**config.mk**
```make
export PLATFORM = sky130hd
export DESIGN_NAME = recip_prenorm
export DESIGN_NICKNAME = d
export VERILOG_FILES = /design/src/rtl/recip_pkg.sv /design/src/rtl/recip_prenorm_mac.sv /design/src/rtl/recip_prenorm.sv
export SDC_FILE = /design/constraint.sdc
export NUM_CORES = 1
export LEC_CHECK = 0
export CAP_MARGIN = 25
export CORE_MARGIN = 2
export CORE_UTILIZATION = 46
export CTS_BUF_LIST = sky130_fd_sc_hd__clkbuf_16
export DETAILED_ROUTE_END_ITERATION = 10
export PLACE_DENSITY = 0.74
export RECOVER_POWER = 100
export SYNTH_ARGS = -nofsm -noshare
export SYNTH_HDL_FRONTEND = slang
export SYNTH_SLANG_ARGS = --single-unit
```
**constraint.sdc**
```tcl
create_clock -name i_clk -period 13.2 [get_ports i_clk]
set_clock_uncertainty 0.15 [all_clocks]
set_input_delay 3.3 -clock i_clk [delete_from_list [all_inputs] [get_ports i_clk]]
set_output_delay 3.3 -clock i_clk [all_outputs]
set_load 0.005 [all_outputs]
```
**src/rtl/recip_pkg.sv**
```systemverilog
// Shared definitions for the reciprocal unit: pre-normalizer states and
// rounded Newton-Raphson seed constants.
package recip_pkg;

  typedef enum logic [1:0] {
    IDLE,
    NORM,
    MUL,
    DONE
  } prenorm_state_t;

  // round(n/17 * 2^(w-2)); 17 is odd so no ties occur
  function automatic logic [31:0] k_round(input int unsigned n,
                                          input int w);
    logic [63:0] t;
    t = ((64'(n) << (w - 2)) + 64'd8) / 64'd17;
    return t[31:0];
  endfunction

  function automatic logic [31:0] k1_const(input int w);
    return k_round(48, w);
  endfunction

  function automatic logic [31:0] k2_const(input int w);
    return k_round(32, w);
  endfunction

endpackage

```
**src/rtl/recip_prenorm_mac.sv**
```systemverilog
// Bit-serial shift-accumulate: acc <- (acc + bit*KM) >> 1 per step,
// with a step counter and a last-step flag.
module serial_mac
  import recip_pkg::*;
#(
  parameter int W = 16,
  parameter logic [W-1:0] KM = '0
) (
  input  logic                 i_clk,
  input  logic                 i_rst,
  input  logic                 i_clr,
  input  logic                 i_en,
  input  logic                 i_bit,
  output logic [$clog2(W)-1:0] o_idx,
  output logic [W:0]           o_acc_nxt,
  output logic                 o_done
);

  localparam int CW = $clog2(W);

  logic [W:0]    r_acc;
  logic [CW-1:0] r_cnt;
  logic [W:0]    w_sum;

  // acc never exceeds KM, so the W+1 bit sum cannot wrap
  assign w_sum     = r_acc + {1'b0, (i_bit ? KM : '0)};
  assign o_acc_nxt = w_sum >> 1;
  assign o_idx     = r_cnt;
  assign o_done    = i_en && (r_cnt == CW'(W - 1));

  always_ff @(posedge i_clk) begin
    if (i_rst || i_clr) begin
      r_acc <= '0;
      r_cnt <= '0;
    end else if (i_en) begin
      r_acc <= o_acc_nxt;
      r_cnt <= r_cnt + CW'(1);
    end
  end

endmodule

```
**src/rtl/recip_prenorm.sv**
```systemverilog
// Divisor pre-normalizer: left-justifies the divisor and forms the
// seed X0 = K1 - K2*x with a bit-serial multiplier.
module recip_prenorm
  import recip_pkg::*;
#(
  parameter int W = 16
) (
  input  logic                 i_clk,
  input  logic                 i_rst,
  input  logic                 i_valid,
  output logic                 o_ready,
  input  logic [W-1:0]         i_divisor,
  output logic                 o_valid,
  input  logic                 i_ready,
  output logic [W-1:0]         o_x,
  output logic [W-1:0]         o_x0,
  output logic [$clog2(W)-1:0] o_shift,
  output logic                 o_dz
);

  localparam int SW = $clog2(W);
  localparam logic [31:0] K1F = k1_const(W);
  localparam logic [31:0] K2F = k2_const(W);
  localparam logic [W-1:0] K1 = K1F[W-1:0];
  localparam logic [W-1:0] K2 = K2F[W-1:0];

  prenorm_state_t r_state, w_nxt;

  logic [W-1:0]  r_x;
  logic [W-1:0]  r_x0;
  logic [SW-1:0] r_shift;
  logic          r_dz;

  logic          w_cap;
  logic          w_capz;
  logic          w_shl;
  logic          w_clr;
  logic          w_en;
  logic          w_done;
  logic [SW-1:0] w_idx;
  logic [W:0]    w_acc_nxt;

  serial_mac #(
    .W  (W),
    .KM (K2)
  ) u_mac (
    .i_clk     (i_clk),
    .i_rst     (i_rst),
    .i_clr     (w_clr),
    .i_en      (w_en),
    .i_bit     (r_x[w_idx]),
    .o_idx     (w_idx),
    .o_acc_nxt (w_acc_nxt),
    .o_done    (w_done)
  );

  always_ff @(posedge i_clk) begin
    if (i_rst) r_state <= IDLE;
    else       r_state <= w_nxt;
  end

  always_comb begin
    w_nxt  = r_state;
    w_cap  = 1'b0;
    w_capz = 1'b0;
    w_shl  = 1'b0;
    w_clr  = 1'b0;
    w_en   = 1'b0;
    unique case (r_state)
      IDLE: begin
        if (i_valid) begin
          if (i_divisor != '0) begin
            w_cap = 1'b1;
            w_clr = 1'b1;
            w_nxt = NORM;
          end else begin
            w_capz = 1'b1;
            w_nxt  = DONE;
          end
        end
      end
      NORM: begin
        if (r_x[W-1]) begin
          w_clr = 1'b1;
          w_nxt = MUL;
        end else begin
          w_shl = 1'b1;
        end
      end
      MUL: begin
        w_en = 1'b1;
        if (w_done) w_nxt = DONE;
      end
      DONE: begin
        if (i_ready) w_nxt = IDLE;
      end
    endcase
  end

  always_ff @(posedge i_clk) begin
    if (i_rst) begin
      r_x     <= '0;
      r_x0    <= '0;
      r_shift <= '0;
      r_dz    <= 1'b0;
    end else begin
      if (w_cap) begin
        r_x     <= i_divisor;
        r_shift <= '0;
        r_dz    <= 1'b0;
      end
      if (w_capz) begin
        r_x     <= '0;
        r_x0    <= '0;
        r_shift <= '0;
        r_dz    <= 1'b1;
      end
      if (w_shl) begin
        r_x     <= r_x << 1;
        r_shift <= r_shift + SW'(1);
      end
      if (w_done) r_x0 <= K1 - w_acc_nxt[W-1:0];
    end
  end

  assign o_ready = (r_state == IDLE);
  assign o_valid = (r_state == DONE);
  assign o_x     = r_x;
  assign o_x0    = r_x0;
  assign o_shift = r_shift;
  assign o_dz    = r_dz;

endmodule

```
==> qor.txt <==
GLOBAL ROUTE
----------------------------------------------------------------------------------------------------
Largest net degree at the start of global routing .....................................           37
Global-route wire length before repair ................................................    12,990 um
Total track usage .....................................................................       0.2099
Overflow left after global routing ....................................................            0
Initial antenna violation count .......................................................            0
Via count of the first global-routing pass ............................................        2,789

FLOORPLAN
----------------------------------------------------------------------------------------------------
Vertical die dimension ................................................................     89.70 um
Top-level I/O count ...................................................................           59
Total die area ........................................................................    8045 um^2
Number of standard-cell rows in the floorplan .........................................           31
Initial Utilization ...................................................................       0.4708
Core ar. ..............................................................................    7176 um^2
Chip Width ............................................................................     89.70 um

WORST SETUP PATH
----------------------------------------------------------------------------------------------------
Crit-path slowest cell ................................................................ sky130_fd_sc_hd__clkbuf_1
Maximum net fanout on the critical path ...............................................           19
Cells along the critical path ......................................................... dlygate4sd3_1, nand2_1, clkbuf_1, inv_1, and2_0, a211o_1, a211oi_1
CP Class ..............................................................................    in -> reg
Critical Path Sink Type ...............................................................    flip-flop
CP bufs+invs ..........................................................................            3
Critical path data arrival time .......................................................      6.12 ns
Required time worst endpoint ..........................................................     13.28 ns
Gate family responsible for the most delay along the worst path ....................... buffers and inverters
CP startpoint kind .................................................................... primary input
Longest individual stage delay on the worst path ......................................      0.64 ns

SYNTH
----------------------------------------------------------------------------------------------------
Post-Syn Area per Cell ................................................................   8.684 um^2
Post-synthesis instance area ..........................................................    3378 um^2
Area share of the largest cell type after synthesis ...................................       0.3437
Register bit total from synthesis .....................................................           58
Async S/R FF share, synth .............................................................            0
Yosys warning count ...................................................................            0
Prevailing post-synth register cell ................................................... sky130_fd_sc_hd__dfxtp_1
Seq/Total Area, Yosys .................................................................       0.3437
Number of flops mapped to enable cells by yosys .......................................            0
Total nets after synthesis ............................................................          425
Post-Synthesis Cells ..................................................................          389
Ranking of synthesized cells by area .................................................. sky130_fd_sc_hd__dfxtp_1 (34%), sky130_fd_sc_hd__nor2_1 (6.8%), sky130_fd_sc_hd__ha_1 (5.6%)
Biggest area consumer among synthesized cells ......................................... sky130_fd_sc_hd__dfxtp_1
Number of distinct standard cells referenced by the synthesized netlist ...............           66

PLACED DESIGN
----------------------------------------------------------------------------------------------------
Routability Congestion ................................................................       0.8331
Place WS ..............................................................................     7.583 ns
# placed instances ....................................................................          524
Post-DP HPWL ..........................................................................      5854 um
I/O Buffers ...........................................................................           58
DP Area ...............................................................................    3985 um^2

CTS
----------------------------------------------------------------------------------------------------
Post-CTS setup-driven buffer insertion count ..........................................            0
Clock-pin slew reported for the worst setup and hold paths after clock tree synthesis .      0.05 ns
Resize count post-CTS .................................................................            0
Master cell of the clock root buffer .................................................. sky130_fd_sc_hd__clkbuf_16
CTS Sinks .............................................................................           58
Post-CTS Hold Buffers .................................................................            0
TritonCTS clock tree ..................................................................          yes
H-tree levels .........................................................................            3
Maximum root-to-sink buffer count .....................................................            2
Clock insertion delay at the later pin of the skew report .............................      0.32 ns
Number of buffers created by CTS ......................................................            9

DETAILED ROUTING
----------------------------------------------------------------------------------------------------
Via count .............................................................................        3,063
Ratio of routed vias to standard cells ................................................        5.672
Wire length after detailed routing ....................................................      8043 um
Post-route ant nets ...................................................................            0
Iter 0 DRT Violations .................................................................          126
DR DRC count ..........................................................................            0
Post-DR wirelength/cell ...............................................................     14.89 um
1st-pass router iterations ............................................................            4

STA
----------------------------------------------------------------------------------------------------
Final Cycle Share .....................................................................       0.4576
Crit path setup slack, layout .........................................................     7.160 ns
Number of max-slew violations in the final report .....................................            0
Transition time at the pin with the least slew margin .................................    0.9398 ns
Maximum clock rate ....................................................................    165.6 MHz
Hold Vio Cnt, Final ...................................................................            0
Setup TNS .............................................................................         0 ns
Setup violation total in the final timing report ......................................            0
Worst slew slack as a fraction of its limit ...........................................       0.3687
Hold slack final ......................................................................    0.3147 ns
Post-layout minimum cycle time ........................................................     6.040 ns
Unrepaired setup endpoints after global routing .......................................        false

FINISH
----------------------------------------------------------------------------------------------------
Fraction of the core area covered by cells at the end of the flow .....................       0.5983
Seq. cell area ........................................................................    1161 um^2
Fraction of final layout cells with drive strength greater than 1 .....................      0.07710
Fill cells ............................................................................          632
Area overhead of the layout relative to synthesis .....................................       27.07%
Count of non-filler cells in the finished layout ......................................          540
Area used by multi-input combinational logic ..........................................    2071 um^2
Finished Cell Area ....................................................................    4293 um^2
NumNets Final .........................................................................          474
Antenna cell count ....................................................................            0

POWER AND IR DROP
----------------------------------------------------------------------------------------------------
Leakage power summed over all cells ...................................................     1.757 nW
Power share of the sequential group ...................................................        0.331
Overall power consumption .............................................................    0.7069 mW
Cell internal power dissipation .......................................................    0.4614 mW
Share of power burned in combinational logic ..........................................        0.365
Peak VDD IR ...........................................................................    0.1023 mV
Cell Pwr Density ...................................................................... 164.7 nW/um^2
Portion of total power attributed to the clock network ................................        0.304
Switching Fraction ....................................................................       0.3472
Switching power summed over all nets ..................................................    0.2455 mW

OUTCOME
----------------------------------------------------------------------------------------------------
Outcome ............................................................................... finished, final reports clean

HOLD PATH
----------------------------------------------------------------------------------------------------
Hold/Removal Path Class ...............................................................   reg -> reg

RUN
----------------------------------------------------------------------------------------------------
Max-cap violation count ...............................................................            0

[registers in the layout, indices dropped and copies added (netlist names)]
name / count
o_x0: 16
o_x: 16
u_mac.r_acc: 15
o_shift: 4
u_mac.o_idx: 4
r_state: 2
o_dz: 1
[Yosys cell counts, drive strengths merged (2+ instances only)]
cell type,count
a21oi,19
mux4,5
nor4b,2
mux2i,11
buf,11
nand4,5
inv,9
dfxtp,58
o21a,2
xor2,8
nor3,4
a32oi,2
o32ai,2
a211oi,9
or2,2
clkbuf,13
a22o,4
or3,2
a22oi,10
nor4,4
and2,6
a21o,3
a311oi,15
nand3,6
and3,2
o22ai,3
o21ai,11
nor2,61
ha,15
a211o,3
nand2,44
nand3b,2
xnor2,13
o221ai,2
o211ai,2
o211a,2
[layout by cell type, fill, tap and decap left out, drive strengths merged, types with 4 or more instances in the layout]
cell type and instances:
nor3 4, nor2 61, o21ai 11, dfxtp 58, a22o 4, ha 15, a21oi 19, mux4 5
clkbuf 10, nand4 5, inv 9, a22oi 10, and2 6, a211oi 9, xnor2 13, clkinv 4
dlygate4sd3 41, nand2 44, a311oi 15, nor4 4, xor2 8, mux2i 11, nand3 6, clkdlybuf4s50 17
[final timing paths]
kind,slack [ns],end,cells past startpoint,start
setup / recovery,7.16,u_mac.r_acc[4]$_SDFFE_PP0P_,7,i_valid
hold / removal,0.31,o_x0[12]$_SDFFE_PP0P_,1,o_x0[12]$_SDFFE_PP0P_
setup reg to reg,8.71,o_x0[14]$_SDFFE_PP0P_,11,u_mac.o_idx[2]$_SDFFE_PP0P_
hold reg to reg,0.31,o_x0[12]$_SDFFE_PP0P_,1,o_x0[12]$_SDFFE_PP0P_
[power groups by stage]
stage	Combinational, mW	Clock (mW)	Sequential [mW]
after floorplan	0.177	0	0.227
after global placement	0.253	0	0.237
after detailed placement	0.258	0	0.238
after CTS	0.259	0.219	0.235
after global routing	0.286	0.227	0.238
final	0.258	0.215	0.234
[final cells by class]
| class | instances | area share |
|---|---|---|
| Clock buffer | 9 | 0.05246 |
| Clock inverter | 5 | 0.01108 |
| Inverter | 9 | 0.007869 |
| Multi-Input combinational cell | 298 | 0.4824 |
| Sequential cell | 58 | 0.2705 |
| Tap cell | 99 | 0.02885 |
| Timing Repair Buffer | 62 | 0.1469 |
[cells by family (layout without fill, tap and decap cells)]
| logic type | after synthesis | after routing | synth area share |
|---|---|---|---|
| simple gates | 145 | 145 | 0.1933 |
| compound gates | 100 | 100 | 0.2356 |
| flops | 58 | 58 | 0.3437 |
| buf+inv | 33 | 85 | 0.04333 |
| xor+xnor | 21 | 21 | 0.05667 |
| fa+ha+maj | 16 | 16 | 0.06148 |
| mux | 16 | 16 | 0.06593 |
[metal layers]
| metal | wire length, um | global-route usage | vias up |
|---|---|---|---|
| met5 | 0 | 0 | - |
| met4 | 176 | 0.09091 | 0 |
| met3 | 406 | 0.06673 | 14 |
| met2 | 3880 | 0.3376 | 78 |
| met1 | 3579 | 0.2583 | 1452 |
| li1 | - | - | 1519 |
(Power assumes the default switching activity.)
